[src/rtl/mem_port_arbiter.sv]
`default_nettype none
// ============================================================================
// Module   : mem_port_arbiter
// Purpose  : Shares one single-port backend memory between the fetch port
//            (read-only) and the data port (read/write). One transaction is
//            outstanding at a time. The data port normally wins; a
//            starvation counter forces a pending fetch through after
//            STARVE_LIMIT consecutive data grants. Accesses whose 8-byte
//            span leaves 0..MEM_SIZE-1 are answered with an error and never
//            reach the backend.
// Ports    : clk, rst            - clock, synchronous active-high reset
//            if_*                - fetch request / grant / response
//            dm_*                - data request / grant / response
//            mem_*               - backend command strobe and completion
// Revision : 1.0 - initial release
// ============================================================================
module mem_port_arbiter #(
  parameter int MEM_SIZE     = 1024,
  parameter int STARVE_LIMIT = 4
) (
  input  logic        clk,
  input  logic        rst,
  // fetch port
  input  logic        if_req,
  input  logic [63:0] if_addr,
  output logic        if_gnt,
  output logic        if_rvalid,
  output logic [63:0] if_rdata,
  output logic        if_err,
  // data port
  input  logic        dm_req,
  input  logic        dm_we,
  input  logic [63:0] dm_addr,
  input  logic [63:0] dm_wdata,
  output logic        dm_gnt,
  output logic        dm_rvalid,
  output logic [63:0] dm_rdata,
  output logic        dm_err,
  // backend
  output logic        mem_en,
  output logic        mem_we,
  output logic [63:0] mem_addr,
  output logic [63:0] mem_wdata,
  input  logic        mem_rvalid,
  input  logic [63:0] mem_rdata
);

  localparam logic [2:0] ST_IDLE  = 3'd0;
  localparam logic [2:0] ST_ISSUE = 3'd1;
  localparam logic [2:0] ST_WAIT  = 3'd2;
  localparam logic [2:0] ST_RESP  = 3'd3;
  localparam logic [2:0] ST_ERR   = 3'd4;

  // Highest legal start address: the last byte of the access (addr+7) must
  // still be inside the array.
  localparam logic [63:0] LAST_ADDR = 64'(MEM_SIZE - 8);
  localparam logic [3:0]  LIMIT     = 4'(STARVE_LIMIT);

  logic [2:0]  state;
  logic [2:0]  state_nxt;
  logic        owner_data;   // 1: data port owns the transaction, 0: fetch
  logic [63:0] txn_addr;
  logic [63:0] txn_wdata;
  logic        txn_we;
  logic [3:0]  starve_cnt;

  logic any_req;
  logic fetch_wins;
  logic addr_ok;

  assign any_req    = if_req | dm_req;
  assign fetch_wins = if_req & (~dm_req | (starve_cnt == LIMIT));
  assign addr_ok    = (txn_addr <= LAST_ADDR);

  // --------------------------------------------------------------------------
  // State register
  // --------------------------------------------------------------------------
  always_ff @(posedge clk) begin
    if (rst) begin
      state <= ST_IDLE;
    end else begin
      state <= state_nxt;
    end
  end

  // --------------------------------------------------------------------------
  // Next-state logic
  // --------------------------------------------------------------------------
  always_comb begin
    state_nxt = state;
    case (state)
      ST_IDLE:  if (any_req) state_nxt = ST_ISSUE;
      ST_ISSUE: state_nxt = addr_ok ? ST_WAIT : ST_ERR;
      ST_WAIT:  if (mem_rvalid) state_nxt = ST_RESP;
      ST_RESP:  state_nxt = ST_IDLE;
      ST_ERR:   state_nxt = ST_IDLE;
      default:  state_nxt = ST_IDLE;
    endcase
  end

  // --------------------------------------------------------------------------
  // Transaction latch, starvation counter and held read data
  // --------------------------------------------------------------------------
  always_ff @(posedge clk) begin
    if (rst) begin
      owner_data <= 1'b0;
      txn_addr   <= '0;
      txn_wdata  <= '0;
      txn_we     <= 1'b0;
      starve_cnt <= '0;
      if_rdata   <= '0;
      dm_rdata   <= '0;
    end else begin
      if (state == ST_IDLE) begin
        if (any_req) begin
          owner_data <= ~fetch_wins;
          txn_addr   <= fetch_wins ? if_addr : dm_addr;
          txn_we     <= ~fetch_wins & dm_we;
          txn_wdata  <= fetch_wins ? '0 : dm_wdata;
        end
        // A pending fetch that loses can only lose to the data port, so this
        // is exactly "data granted while fetch waits".
        if (if_req && !fetch_wins) begin
          starve_cnt <= (starve_cnt == LIMIT) ? starve_cnt : starve_cnt + 4'd1;
        end else begin
          starve_cnt <= '0;
        end
      end

      // rdata registers feed the ports directly, so they are loaded on the
      // edge that enters RESP/ERR and then hold until the next response.
      if (state == ST_WAIT && mem_rvalid) begin
        if (owner_data) begin
          dm_rdata <= txn_we ? '0 : mem_rdata;
        end else begin
          if_rdata <= mem_rdata;
        end
      end

      if (state == ST_ISSUE && !addr_ok) begin
        if (owner_data) begin
          dm_rdata <= '0;
        end else begin
          if_rdata <= '0;
        end
      end
    end
  end

  // --------------------------------------------------------------------------
  // Output decode
  // --------------------------------------------------------------------------
  always_comb begin
    if_gnt    = 1'b0;
    dm_gnt    = 1'b0;
    if_rvalid = 1'b0;
    dm_rvalid = 1'b0;
    if_err    = 1'b0;
    dm_err    = 1'b0;
    mem_en    = 1'b0;
    mem_we    = 1'b0;
    mem_addr  = '0;
    mem_wdata = '0;
    case (state)
      ST_ISSUE: begin
        if_gnt = ~owner_data;
        dm_gnt = owner_data;
        if (addr_ok) begin
          mem_en    = 1'b1;
          mem_we    = txn_we;
          mem_addr  = txn_addr;
          mem_wdata = txn_wdata;
        end
      end
      ST_RESP: begin
        if_rvalid = ~owner_data;
        dm_rvalid = owner_data;
      end
      ST_ERR: begin
        if_rvalid = ~owner_data;
        dm_rvalid = owner_data;
        if_err    = ~owner_data;
        dm_err    = owner_data;
      end
      default: ;
    endcase
  end

endmodule
`default_nettype wire
[config.mk]
export PLATFORM = sky130hd
export DESIGN_NAME = mem_port_arbiter
export DESIGN_NICKNAME = d
export VERILOG_FILES = /design/src/rtl/mem_port_arbiter.sv
export SDC_FILE = /design/constraint.sdc
export NUM_CORES = 1
export LEC_CHECK = 0
export ABC_CLOCK_PERIOD_IN_PS = 2500
export BUFFER_PORTS_ARGS = -buffer_cell sky130_fd_sc_hd__buf_4
export CAP_MARGIN = 30
export CORE_AREA = 2 2 207 209
export CTS_BUF_LIST = sky130_fd_sc_hd__clkbuf_16
export DETAILED_ROUTE_END_ITERATION = 6
export DIE_AREA = 0 0 209 211
export PLACE_DENSITY = 0.6
export SETUP_SLACK_MARGIN = 0.2
export SLEW_MARGIN = 20
export SYNTH_ARGS = -nofsm -noshare
export SYNTH_HDL_FRONTEND = slang
export SYNTH_SLANG_ARGS = --single-unit
[constraint.sdc]
create_clock -name clk -period 2.5 [get_ports clk]
set_input_delay 0.25 -clock clk [delete_from_list [all_inputs] [get_ports clk]]
set_output_delay 0.25 -clock clk [all_outputs]
set_load 0.02 [all_outputs]
==> out/results.tsv <==
metric	value	unit
synth_warnings	0	
grt_pass1_wl	64.30	mm
vias	11549	
grt_antenna_before_repair	2	
layout_common_cells	buf_4, dfxtp_1, dlygate4sd3_1	
core_area	41760	µm²
powerDensity	562.3	nW/µm²
chipWidth	209	µm
drive_gt1_share	31.90	%
grt_overflow	0	
violations	negative setup slack	
dr.pass1.iters	5	
cts.clk_slew.worst_paths	0.06	ns
grt_max_degree	65	
end_kind	primary output	
dieArea	44100	µm²
critPathBufInv	2	
cts_tree	yes	
track_usage	18.28	%
dp_hpwl	26.94	mm
synth_top_area_cell	dfxtp_1	
path_cells	nor4_4 -> nand4_1 -> nor2_2 -> and3_4 -> buf_12 -> and2_1 -> buf_4	
gp_congestion	0.8021	
dpl_cell_area	14520	µm²
final-setup-viol-count	180	
rsz0062_at_grt	true	
path_class	register to primary output	
yosys.area_share.adder	0.2379	%
area_growth	79.73	%
design_area	18910	µm²
crit_slowest_cell	dfxtp_1	
avgSynthCellArea	9.100	µm²
max_freq	358.7	MHz
power	10630	µW
synth_seq_cells	265	
root_buffer	clkbuf_16	
min-delay-start	if_addr[48]	
drcViolationCount	0	
critPathMaxStageDelay	0.34	ns
finalHoldViolCount	0	
die_h	211	µm
drv_cap	0	
holdWs	0.04115	ns
cts_buffer_depth	3	
startpoint_type	register	
tns	-28.28	ns
start_util	25.19	%
required	2.25	ns
grt_pass1_vias	11380	
cts_made_buffers	30	
fp-row-count	75	
layout.nets	2151	
vdd_drop_max	387.6	µV
yosysSeqAreaShare	50.43	%
syn_area	10520	µm²
synth_compound_area_share	20.08	%
synth.area.top_cells	dfxtp_1, a22o_1, nand2_1, a311oi_1, and2_1	
synth_top_family_by_area	simple AND/OR/NAND/NOR gates	
fin_skew	0.02255	ns
cp-startpoint	txn_addr[13]	
routed_wl	43.48	mm
ant_nets	0	
drt_iter0_markers	750	
p_leak	0.008424	µW
io_buffers	471	
critical-path-top-delay-family	simple AND/OR/NAND/NOR gates	
finalMaxSlewViolations	0	
timing.rr.start	txn_addr[13]	
cp.arrival	2.54	ns
fin_crit	2.787	ns
wl_per_cell	17.74	µm
worstSkewPairLatency	0.57	ns
yosysTopAreaCellShare	50.43	%
cts_sinks	265	
syn_inst	1156	
status	finished with violations	
mostFrequentLayoutCell	buf_4	
fin_crit_sh	111.5	%
htree_levels	1	
crit_fanout	34	
relSlewSlack	51.30	%
ioPinCount	526	
synth.area.mux_share	0.09515	%
vias_per_cell	4.714	
synthSimpleGateAreaFrac	20.33	%
worst_slack	-0.2875	ns
yosysUniqueCellTypes	37	
worstMarginPinSlew	0.7277	ns
synth_xor_area_share	0.2498	%
min_path_type	input port to register	
[worst register-to-register path, cell delays in order, from the launching register on]
cell	delay, ns
dfxtp_1	0.34
nor4_4	0.33
nand4_1	0.26
buf_4	0.21
buf_6	0.10
or4_4	0.53
buf_6	0.14
o21ai_4	0.13
buf_12	0.15
buf_12	0.12
buf_6	0.10
buf_16	0.12
a22o_1	0.13
[cell type report]
class	count	area [µm²]
clock inverter	24	137.6
inverter	3	11.26
timing repair buffer	799	7366
antenna	2	5.005
fill	3771	22850
multi-input combinational	788	4654
sequential	265	5309
clock buffer	30	750.7
tap	539	674.4
[final timing paths]
kind | endpoint | slack, ns | cells after the start
worst max-delay path | mem_wdata[14] | -0.29 | 7
worst min-delay path | txn_addr[48] | 0.04 | 3
worst max register to register | register | -0.20 | 12
worst min register to register | txn_wdata[52] | 0.45 | 2
[layer usage]
layer | share of wire (%) | wire length (µm) | GRT usage, %
met5 | 0 | 0 | 0
met4 | 3.9 | 1678 | 6.724
met3 | 7.0 | 3063 | 4.103
met2 | 51 | 22360 | 33.57
met1 | 38 | 16380 | 20.66
[metrics by stage]
step	setup WS [ns]	utilization, %	cells
finish	-0.2875	45.28	2450
detailed placement	-0.06544	34.77	2101
floorplan	0.4470	-	1209
CTS	-0.3612	44.88	2441
global placement	-0.04731	34.77	2101
global route	-0.4318	45.28	2450
[timing repair]
| action | CTS | global route |
|---|---|---|
| buffers inserted | 16 | 4 |
| cloned | 12 | 3 |
| resized for setup | 53 | 9 |
| setup endpoints to repair | 202 | 255 |
| endpoints found under the hold margin | 259 | 0 |
| pin swaps | 7 | 13 |
| hold buffers | 258 | 0 |
[synthesized netlist by cell type]
| cell | count |
|---|---|
| dfxtp_1 | 265 |
| nand2_1 | 199 |
| a22o_1 | 126 |
| and2_1 | 81 |
| nor2_1 | 72 |
| a21oi_1 | 69 |
| nand3_1 | 66 |
| clkbuf_1 | 65 |
| a311oi_1 | 64 |
| buf_4 | 54 |
| buf_2 | 17 |
| buf_6 | 12 |
| nor4_1 | 9 |
| nor3_1 | 7 |
| buf_1 | 5 |
| nand4_1 | 5 |
| nor2b_1 | 4 |
| nor4_2 | 4 |
| inv_1 | 3 |
| nor3b_1 | 3 |
| xnor2_1 | 3 |
| a211oi_1 | 2 |
| a22oi_1 | 2 |
| ha_1 | 2 |
| nor3_2 | 2 |
| o21a_1 | 2 |
| o21ai_0 | 2 |
| o21ai_4 | 2 |
| a21boi_0 | 1 |
| and3_1 | 1 |
| and4bb_1 | 1 |
| conb_1 | 1 |
| mux2i_1 | 1 |
| nand2b_1 | 1 |
| o211ai_1 | 1 |
| or3_2 | 1 |
| or4_4 | 1 |
[kinds of logic after synthesis]
kind of cell             Yosys count
AND/OR/NAND/NOR                  457
AO/OA/AOI/OAI                    271
flip-flops                       265
buffers and inverters            156
XOR/XNOR                           3
adder cells (fa/ha/maj)            2
other                              1
multiplexers                       1
[power by group]
part / switching (µW) / leakage, µW / total [µW] / internal (µW)
clock: 1760 / 0.000463 / 4020 / 2260
combinational: 914 / 0.00580 / 2020 / 1110
sequential: 156 / 0.00216 / 4590 / 4430
total: 2830 / 0.00842 / 10600 / 7800
Power figures use the tool's default switching activity.
